==> src/rtl/wbcarbiter.sv <==
// Round-robin Wishbone arbiter: NM masters share one router master port.
// The owner keeps the grant for its whole CYC; a watchdog aborts stalled strobes with an error.
module wbcarbiter #(
    parameter int NM      = 4,
    parameter int AW      = 32,
    parameter int DW      = 32,
    parameter int SW      = DW / 8,
    parameter int TIMEOUT = 255,
    parameter int TW      = 8
) (
    input  logic             i_clk,
    input  logic             i_reset,
    input  logic [NM-1:0]    i_mcyc,
    input  logic [NM-1:0]    i_mstb,
    input  logic [NM-1:0]    i_mwe,
    input  logic [NM*AW-1:0] i_maddr,
    input  logic [NM*DW-1:0] i_mdata,
    input  logic [NM*SW-1:0] i_msel,
    output logic [NM-1:0]    o_mack,
    output logic [DW-1:0]    o_mdata,
    output logic [NM-1:0]    o_merr,
    output logic             o_scyc,
    output logic             o_sstb,
    output logic             o_swe,
    output logic [AW-1:0]    o_saddr,
    output logic [DW-1:0]    o_sdata,
    output logic [SW-1:0]    o_ssel,
    input  logic             i_sack,
    input  logic [DW-1:0]    i_sdata,
    input  logic             i_serr,
    output logic [NM-1:0]    o_grant,
    output logic             o_busy
);

    localparam int OW = (NM > 1) ? $clog2(NM) : 1;

    typedef enum logic [1:0] {IDLE, BUSY, ABORT} state_t;

    state_t        state;
    logic [OW-1:0] owner;
    logic [OW-1:0] last;
    logic [TW-1:0] wdog;
    logic          abort_first;

    logic [OW-1:0] next_owner;
    logic          any_req;
    logic          stall;
    logic [TW-1:0] wdog_inc;

    logic [AW-1:0] m_addr [NM];
    logic [DW-1:0] m_data [NM];
    logic [SW-1:0] m_sel  [NM];

    always_comb begin
        for (int m = 0; m < NM; m++) begin
            m_addr[m] = i_maddr[m*AW +: AW];
            m_data[m] = i_mdata[m*DW +: DW];
            m_sel[m]  = i_msel[m*SW +: SW];
        end
    end

    // Round-robin search starting just after the last granted master, wrapping.
    always_comb begin
        logic [OW-1:0] idx;
        // NOTE: every always_comb output gets a default first so no latch is inferred.
        next_owner = last;
        any_req    = 1'b0;
        idx        = '0;
        for (int i = 1; i <= NM; i++) begin
            idx = OW'((int'(last) + i) % NM);
            if (!any_req && i_mcyc[idx]) begin
                any_req    = 1'b1;
                next_owner = idx;
            end
        end
    end

    assign stall    = i_mstb[owner] & ~i_sack & ~i_serr;
    assign wdog_inc = (wdog == '1) ? wdog : wdog + 1'b1;

    // NOTE: state registers use non-blocking assignments only; reset is synchronous here.
    always_ff @(posedge i_clk) begin
        if (i_reset) begin
            state       <= IDLE;
            owner       <= '0;
            last        <= OW'(NM - 1);
            wdog        <= '0;
            abort_first <= 1'b0;
        end else begin
            case (state)
                IDLE: begin
                    abort_first <= 1'b0;
                    wdog        <= '0;
                    if (any_req) begin
                        owner <= next_owner;
                        last  <= next_owner;
                        state <= BUSY;
                    end
                end
                BUSY: begin
                    if (!i_mcyc[owner]) begin
                        state <= IDLE;
                        wdog  <= '0;
                    end else if (TIMEOUT != 0 && stall) begin
                        if (wdog_inc == TW'(TIMEOUT)) begin
                            state       <= ABORT;
                            abort_first <= 1'b1;
                            wdog        <= '0;
                        end else begin
                            wdog <= wdog_inc;
                        end
                    end else begin
                        // A response (or an idle strobe) always rearms the watchdog.
                        wdog <= '0;
                    end
                end
                ABORT: begin
                    abort_first <= 1'b0;
                    if (!i_mcyc[owner])
                        state <= IDLE;
                end
                default: state <= IDLE;
            endcase
        end
    end

    // Forwarding and the ack/err return path are combinational so no latency is added.
    always_comb begin
        o_scyc  = 1'b0;
        o_sstb  = 1'b0;
        o_swe   = 1'b0;
        o_saddr = '0;
        o_sdata = '0;
        o_ssel  = '0;
        o_mack  = '0;
        o_merr  = '0;
        o_grant = '0;
        case (state)
            BUSY: begin
                o_scyc         = i_mcyc[owner];
                o_sstb         = i_mstb[owner];
                o_swe          = i_mwe[owner];
                o_saddr        = m_addr[owner];
                o_sdata        = m_data[owner];
                o_ssel         = m_sel[owner];
                o_mack[owner]  = i_sack;
                o_merr[owner]  = i_serr;
                o_grant[owner] = 1'b1;
            end
            ABORT: begin
                o_merr[owner]  = abort_first;
                o_grant[owner] = 1'b1;
            end
            default: ;
        endcase
    end

    assign o_mdata = i_sdata;
    assign o_busy  = (state != IDLE);

endmodule

==> config.mk <==
export PLATFORM = sky130hd
export DESIGN_NAME = wbcarbiter
export DESIGN_NICKNAME = d
export VERILOG_FILES = /design/src/rtl/wbcarbiter.sv
export SDC_FILE = /design/constraint.sdc
export NUM_CORES = 1
export LEC_CHECK = 0
export BUFFER_PORTS_ARGS = -buffer_cell sky130_fd_sc_hd__buf_4
export CAP_MARGIN = 20
export CORE_AREA = 2 2 169 171
export CTS_CLUSTER_SIZE = 20
export DETAILED_ROUTE_END_ITERATION = 16
export DIE_AREA = 0 0 171 173
export SYNTH_ARGS = -nofsm -noshare
export SYNTH_HDL_FRONTEND = slang
export SYNTH_SLANG_ARGS = --single-unit
==> constraint.sdc <==
create_clock -name i_clk -period 5.4 [get_ports i_clk]
set_input_delay 1.08 -clock i_clk [delete_from_list [all_inputs] [get_ports i_clk]]
set_output_delay 1.08 -clock i_clk [all_outputs]
set_load 0.1 [all_outputs]
* After elaboration in Yosys (flattened, before gate mapping)
Index checks and enable logic that the tools add are counted.
** Operators by class
- $add $sub $neg :: 5
- $lt $le $gt $ge :: 7
- Eq/ne operators :: 11
- Mux-type cells :: 57
- Bitwise gates (word level) :: 8
- Reductions and logical operators :: 16
** Operators by type and width (count)
- 32-bit 2-to-1 mux :: 6
- 32-bit binary-select mux with 2-bit select :: 2
- 8-bit 2-to-1 mux :: 4
- 4-bit 2-to-1 mux :: 5
- 1-bit 2-to-1 mux :: 18
- 2-bit 2-to-1 mux :: 9
- 8-bit equality test (second input constant) :: 2
- 8-bit case mux with 2 select lines :: 1
- 2-bit by 3-bit less-than comparator with 1-bit output (second input constant) :: 5
- 1-bit binary-select mux with 2-bit select :: 7
- 4-bit bitwise AND :: 3
- 2-bit != test (second input constant) :: 5
- 8-bit by 1-bit adder with 8-bit output (second input constant) :: 1
- 4-bit binary-select mux with 2-bit select :: 1
- 4-bit case mux with 2 select lines :: 1
- 4-bit AND reduction :: 2
- 3-bit != test (second input constant) :: 2
- 2-bit case mux with 3 select lines :: 1
- 2-bit nonzero test :: 3
- 2-bit by 1-bit adder with 2-bit output (second input constant) :: 2
- 2-bit adder (second input constant) :: 2
- 1-bit logical AND :: 4
- 2-bit OR reduction :: 2
- 3-bit >= comparator (second input constant) :: 1
- 11 further kinds :: 15
** Storage, ports and cells
- Register bits after elaboration :: 15
- Bits of input ports :: 320
- Output and inout bits :: 116
- Word-level logic and storage cells :: 109

* Depth between registers and ports, before layout
- Word-level depth :: 15
- Depth in mapped cells :: 8
- Mapped depth without buffers :: 7

* Worst setup path after synthesis
OpenSTA, ideal clock, no wires.
- Path kind :: in2out
- Start :: input i_serr
- End :: output o_merr[0]
- Arrival :: 3.321 ns
- Data required time :: 4.320 ns
- Path slack :: 0.999 ns
- Stages on the path :: 3
- Path buffers :: 0
- Path through :: mux2_2 > nand2_1 > nor3_1
** On the way
- Longest elaborated chain between the ends :: 2
** Ends and longest elaborated chain
- from (decl) :: RTL line 30 : input logic i_serr,
- 4-bit bitwise AND (no source line)
- 4-bit case mux with 2 select lines :: RTL line 138 : case (state)
- to (decl) :: RTL line 21 : output logic [NM-1:0] o_merr,
No other way between the ends.

* Worst setup path in the final report
- Start :: register owner[0]
- End :: output o_ssel[3]
** On the way
- Longest elaborated chain between the ends :: 5
** Ends and longest elaborated chain
- from (decl) :: RTL line 40 : logic [OW-1:0] owner;
- from (signal assigned) :: RTL line 95 : owner <= next_owner;
- 2-bit NOT with 3-bit output (not written as such) :: RTL line 145 : o_ssel = m_sel[owner];
- 4-bit binary-select mux with 2-bit select :: RTL line 145
- 4-bit 2-to-1 mux (not written as such) (2 in a row) :: RTL line 145
- 4-bit 2-to-1 mux :: RTL line 138
- to (decl) :: RTL line 27 : output logic [SW-1:0] o_ssel,
No other way between the ends. The select of a mux whose other input is x is not followed.

==> flow_metrics.env <==
export IMPL_crit_buf_inv=2
export IMPL_diodes=0
export IMPL_critPathCaptureType="primary output"
export IMPL_p_leak_nw=2.81
export IMPL_setup_viol=0
export IMPL_hold_violations=0
export IMPL_multi_input_area_um2=2720
export IMPL_dr_first_iter_drc_count=201
export IMPL_ctsHoldBuffers=0
export IMPL_drtPass1Iterations=5
export IMPL_rows=61
export IMPL_critical_path_class="flip-flop to primary output"
export IMPL_slew_viol_final=0
export IMPL_ys_warn_count=0
export IMPL_drtAntennaViolNets=0
export IMPL_hold_ws_ps=492
export IMPL_grt_overflow=0
export IMPL_dpl_instance_area_um2=6340
export IMPL_wire_per_inst_um=17.0
export IMPL_clkLatencyLatePin_ps=250
export IMPL_clockBufferDepth=2
export IMPL_cts_htree_levels=1
export IMPL_num_fill_cells=3039
export IMPL_placedCellCount=1027
export IMPL_cp_cell_sequence="buf_12, mux4_2, and2_1, buf_4"
export IMPL_initial_core_util_pct=12.3
export IMPL_critPathTopFamily="flip-flops"
export IMPL_clkSlewWorstSetupHoldPaths_ps=50
export IMPL_ff_latch_area_um2=308
export IMPL_syn_nets=660
export IMPL_grt_pass1_wl_um=25000
export IMPL_synthTopCellsByCount="71 x and2_1, 71 x mux4_2, 33 x buf_4, 19 x nor2_1, 18 x clkbuf_1"
export IMPL_seq_area_frac_synth_pct=8.81
export IMPL_worst_pin_slew_ps=817
export IMPL_drt_vias_per_instance=4.03
export IMPL_post_cts_resized=0
export IMPL_final_nets=978
export IMPL_port_buffers=371
export IMPL_die_height_um=173
export IMPL_rsz0062_at_grt="no"
export IMPL_relSlewSlack_pct=45.5
export IMPL_grt_max_degree=51
export IMPL_dieArea_um2=29600
export IMPL_ys_ff_latch=15
export IMPL_critPathMaxStageDelay_ps=780
export IMPL_syn_instance_count=336
export IMPL_run_status="completed"
export IMPL_drcViolationCount=0
export IMPL_cp_start_kind="flip-flop"
export IMPL_clkSinkCount=15
export IMPL_yosys_area_top_type_share_pct=46.9
export IMPL_cts_tree="yes"
export IMPL_vias=4152
export IMPL_worstHoldPathType="flip-flop to flip-flop"
export IMPL_fin_cells=1031
export IMPL_fin_skew_ps=3.63
export IMPL_track_usage_pct=10.9
export IMPL_synth_edf_count=0
export IMPL_crit_slowest_cell="dfxtp_4"
export IMPL_io_pin_count=436
export IMPL_ir_drop_uv=279
export IMPL_synthFlopType="dfxtp_1"
export IMPL_final_area_um2=6420
export IMPL_coreArea_um2=27600
export IMPL_yosys_top_cells_area="mux4_2 47%, and2_1 13%, dfxtp_1 8.8%"
export IMPL_synth_top_area_cell="mux4_2"
export IMPL_antenna_found_initial=1
export IMPL_drive_above_1_share_pct=70.3
export IMPL_required_ps=4320
export IMPL_postCtsSetupRepairBufs=0
export IMPL_async_reset_ff_share_pct=0
export IMPL_area_delta_synth_final_pct=88.4
export IMPL_period_share_pct=65.1
export IMPL_routed_wl_um=17500
export IMPL_p_per_area_nw_per_um2=472
export IMPL_clockRootBuffer="clkbuf_16"
export IMPL_dieWidth_um=171
export IMPL_worstPathArrival_ps=2430
export IMPL_first_global_vias=4346
export IMPL_critical_path_max_fanout=44
export IMPL_dp_hpwl_um=14900
export IMPL_netlist_area_um2=3410
export IMPL_finalCriticalPeriod_ps=3510
export IMPL_gp_congestion=0.901
export IMPL_timing_fmax_mhz=285
export IMPL_synthDistinctLibCells=44
export IMPL_fin_setup_tns_ps=0
export IMPL_drv_cap=0
export IMPL_cts_buffers=3
export IMPL_power_total_mw=3.03
export IMPL_syn_avg_cell_area_um2=10.1
-- power by group --
| part | switching [mW] | leakage (nW) | internal [mW] | total (mW) |
|---|---|---|---|---|
| registers | 0.102 | 0.123 | 0.127 | 0.230 |
| clock network | 0.0471 | 0.0409 | 0.0990 | 0.146 |
| logic | 1.84 | 2.64 | 0.820 | 2.66 |
-- state kept, by name (all words and copies together) (netlist names) --
name and cells:
state 2, abort_first 1, owner 2, last 2, wdog 8
-- cell type report --
cell class	count	share of cell area (%)
well taps	378	7.36
repair buffers	374	43.9
inverters	7	0.409
clock inverters	1	0.0779
flip-flops and latches	15	4.79
clock buffers	3	1.17
multi-input cells	253	42.3
-- worst min-delay path, stage by stage, from the launching register on --
cell      delay [ps]
dfxtp_1          320
nand2b_1          70
mux2i_1           50
-- placed cells by master (no fill, tap or decap), drive strengths merged, types with 2 or more instances in the layout --
master / Yosys / routed
dfxtp: 15 / 15
a22oi: 2 / 2
nor4b: 2 / 2
a21oi: 11 / 11
o21ai: 6 / 6
and3: 2 / 2
nand4: 3 / 3
buf: 43 / 374
nor4: 4 / 4
clkbuf: 18 / 3
nand2b: 8 / 8
or4b: 2 / 2
and2: 72 / 72
nand3: 2 / 2
mux4: 71 / 71
a31oi: 3 / 3
nor3b: 2 / 2
o22ai: 2 / 2
a21boi: 2 / 2
nor3: 10 / 10
mux2i: 2 / 2
ha: 4 / 4
inv: 7 / 7
nand2: 13 / 13
nor2: 19 / 19
-- layer usage --
layer  vias up  GRT usage, %  share of wire [%]
li1       1890             -                  -
met1      1993          12.9                 38
met4         2          1.73                1.1
met2       245          19.1                 50
met3        22          3.64                 11
met5         -             0              0.074
-- stage by stage --
step | setup WS, ps | utilization, %
after CTS | 1790 | 23.2
after floorplan | 999 | -
after global placement | 2090 | 23.0
after global routing | 1680 | 23.2
final | 1890 | 23.2
after detailed placement | 2060 | 23.0
-- cell families (layout without fill, tap and decap cells) --
logic type / Yosys count / in the layout / share of synthesized area [%]
flip-flops: 15 / 15 / 8.81
AO/OA/AOI/OAI: 33 / 33 / 6.50
buffers and inverters: 68 / 385 / 11.6
AND/OR/NAND/NOR: 142 / 142 / 23.8
multiplexers: 74 / 74 / 47.8
adder cells (fa/ha/maj): 4 / 4 / 1.47
-- worst paths after layout --
kind,startpoint,end,slack (ps),cells past startpoint
min,state[0],state[0],490,2
min reg2reg,state[0],state[0],490,2
max reg2reg,owner[0],wdog[5],2760,6
max,owner[0],o_ssel[3],1890,4
(Power assumes the default switching activity.)
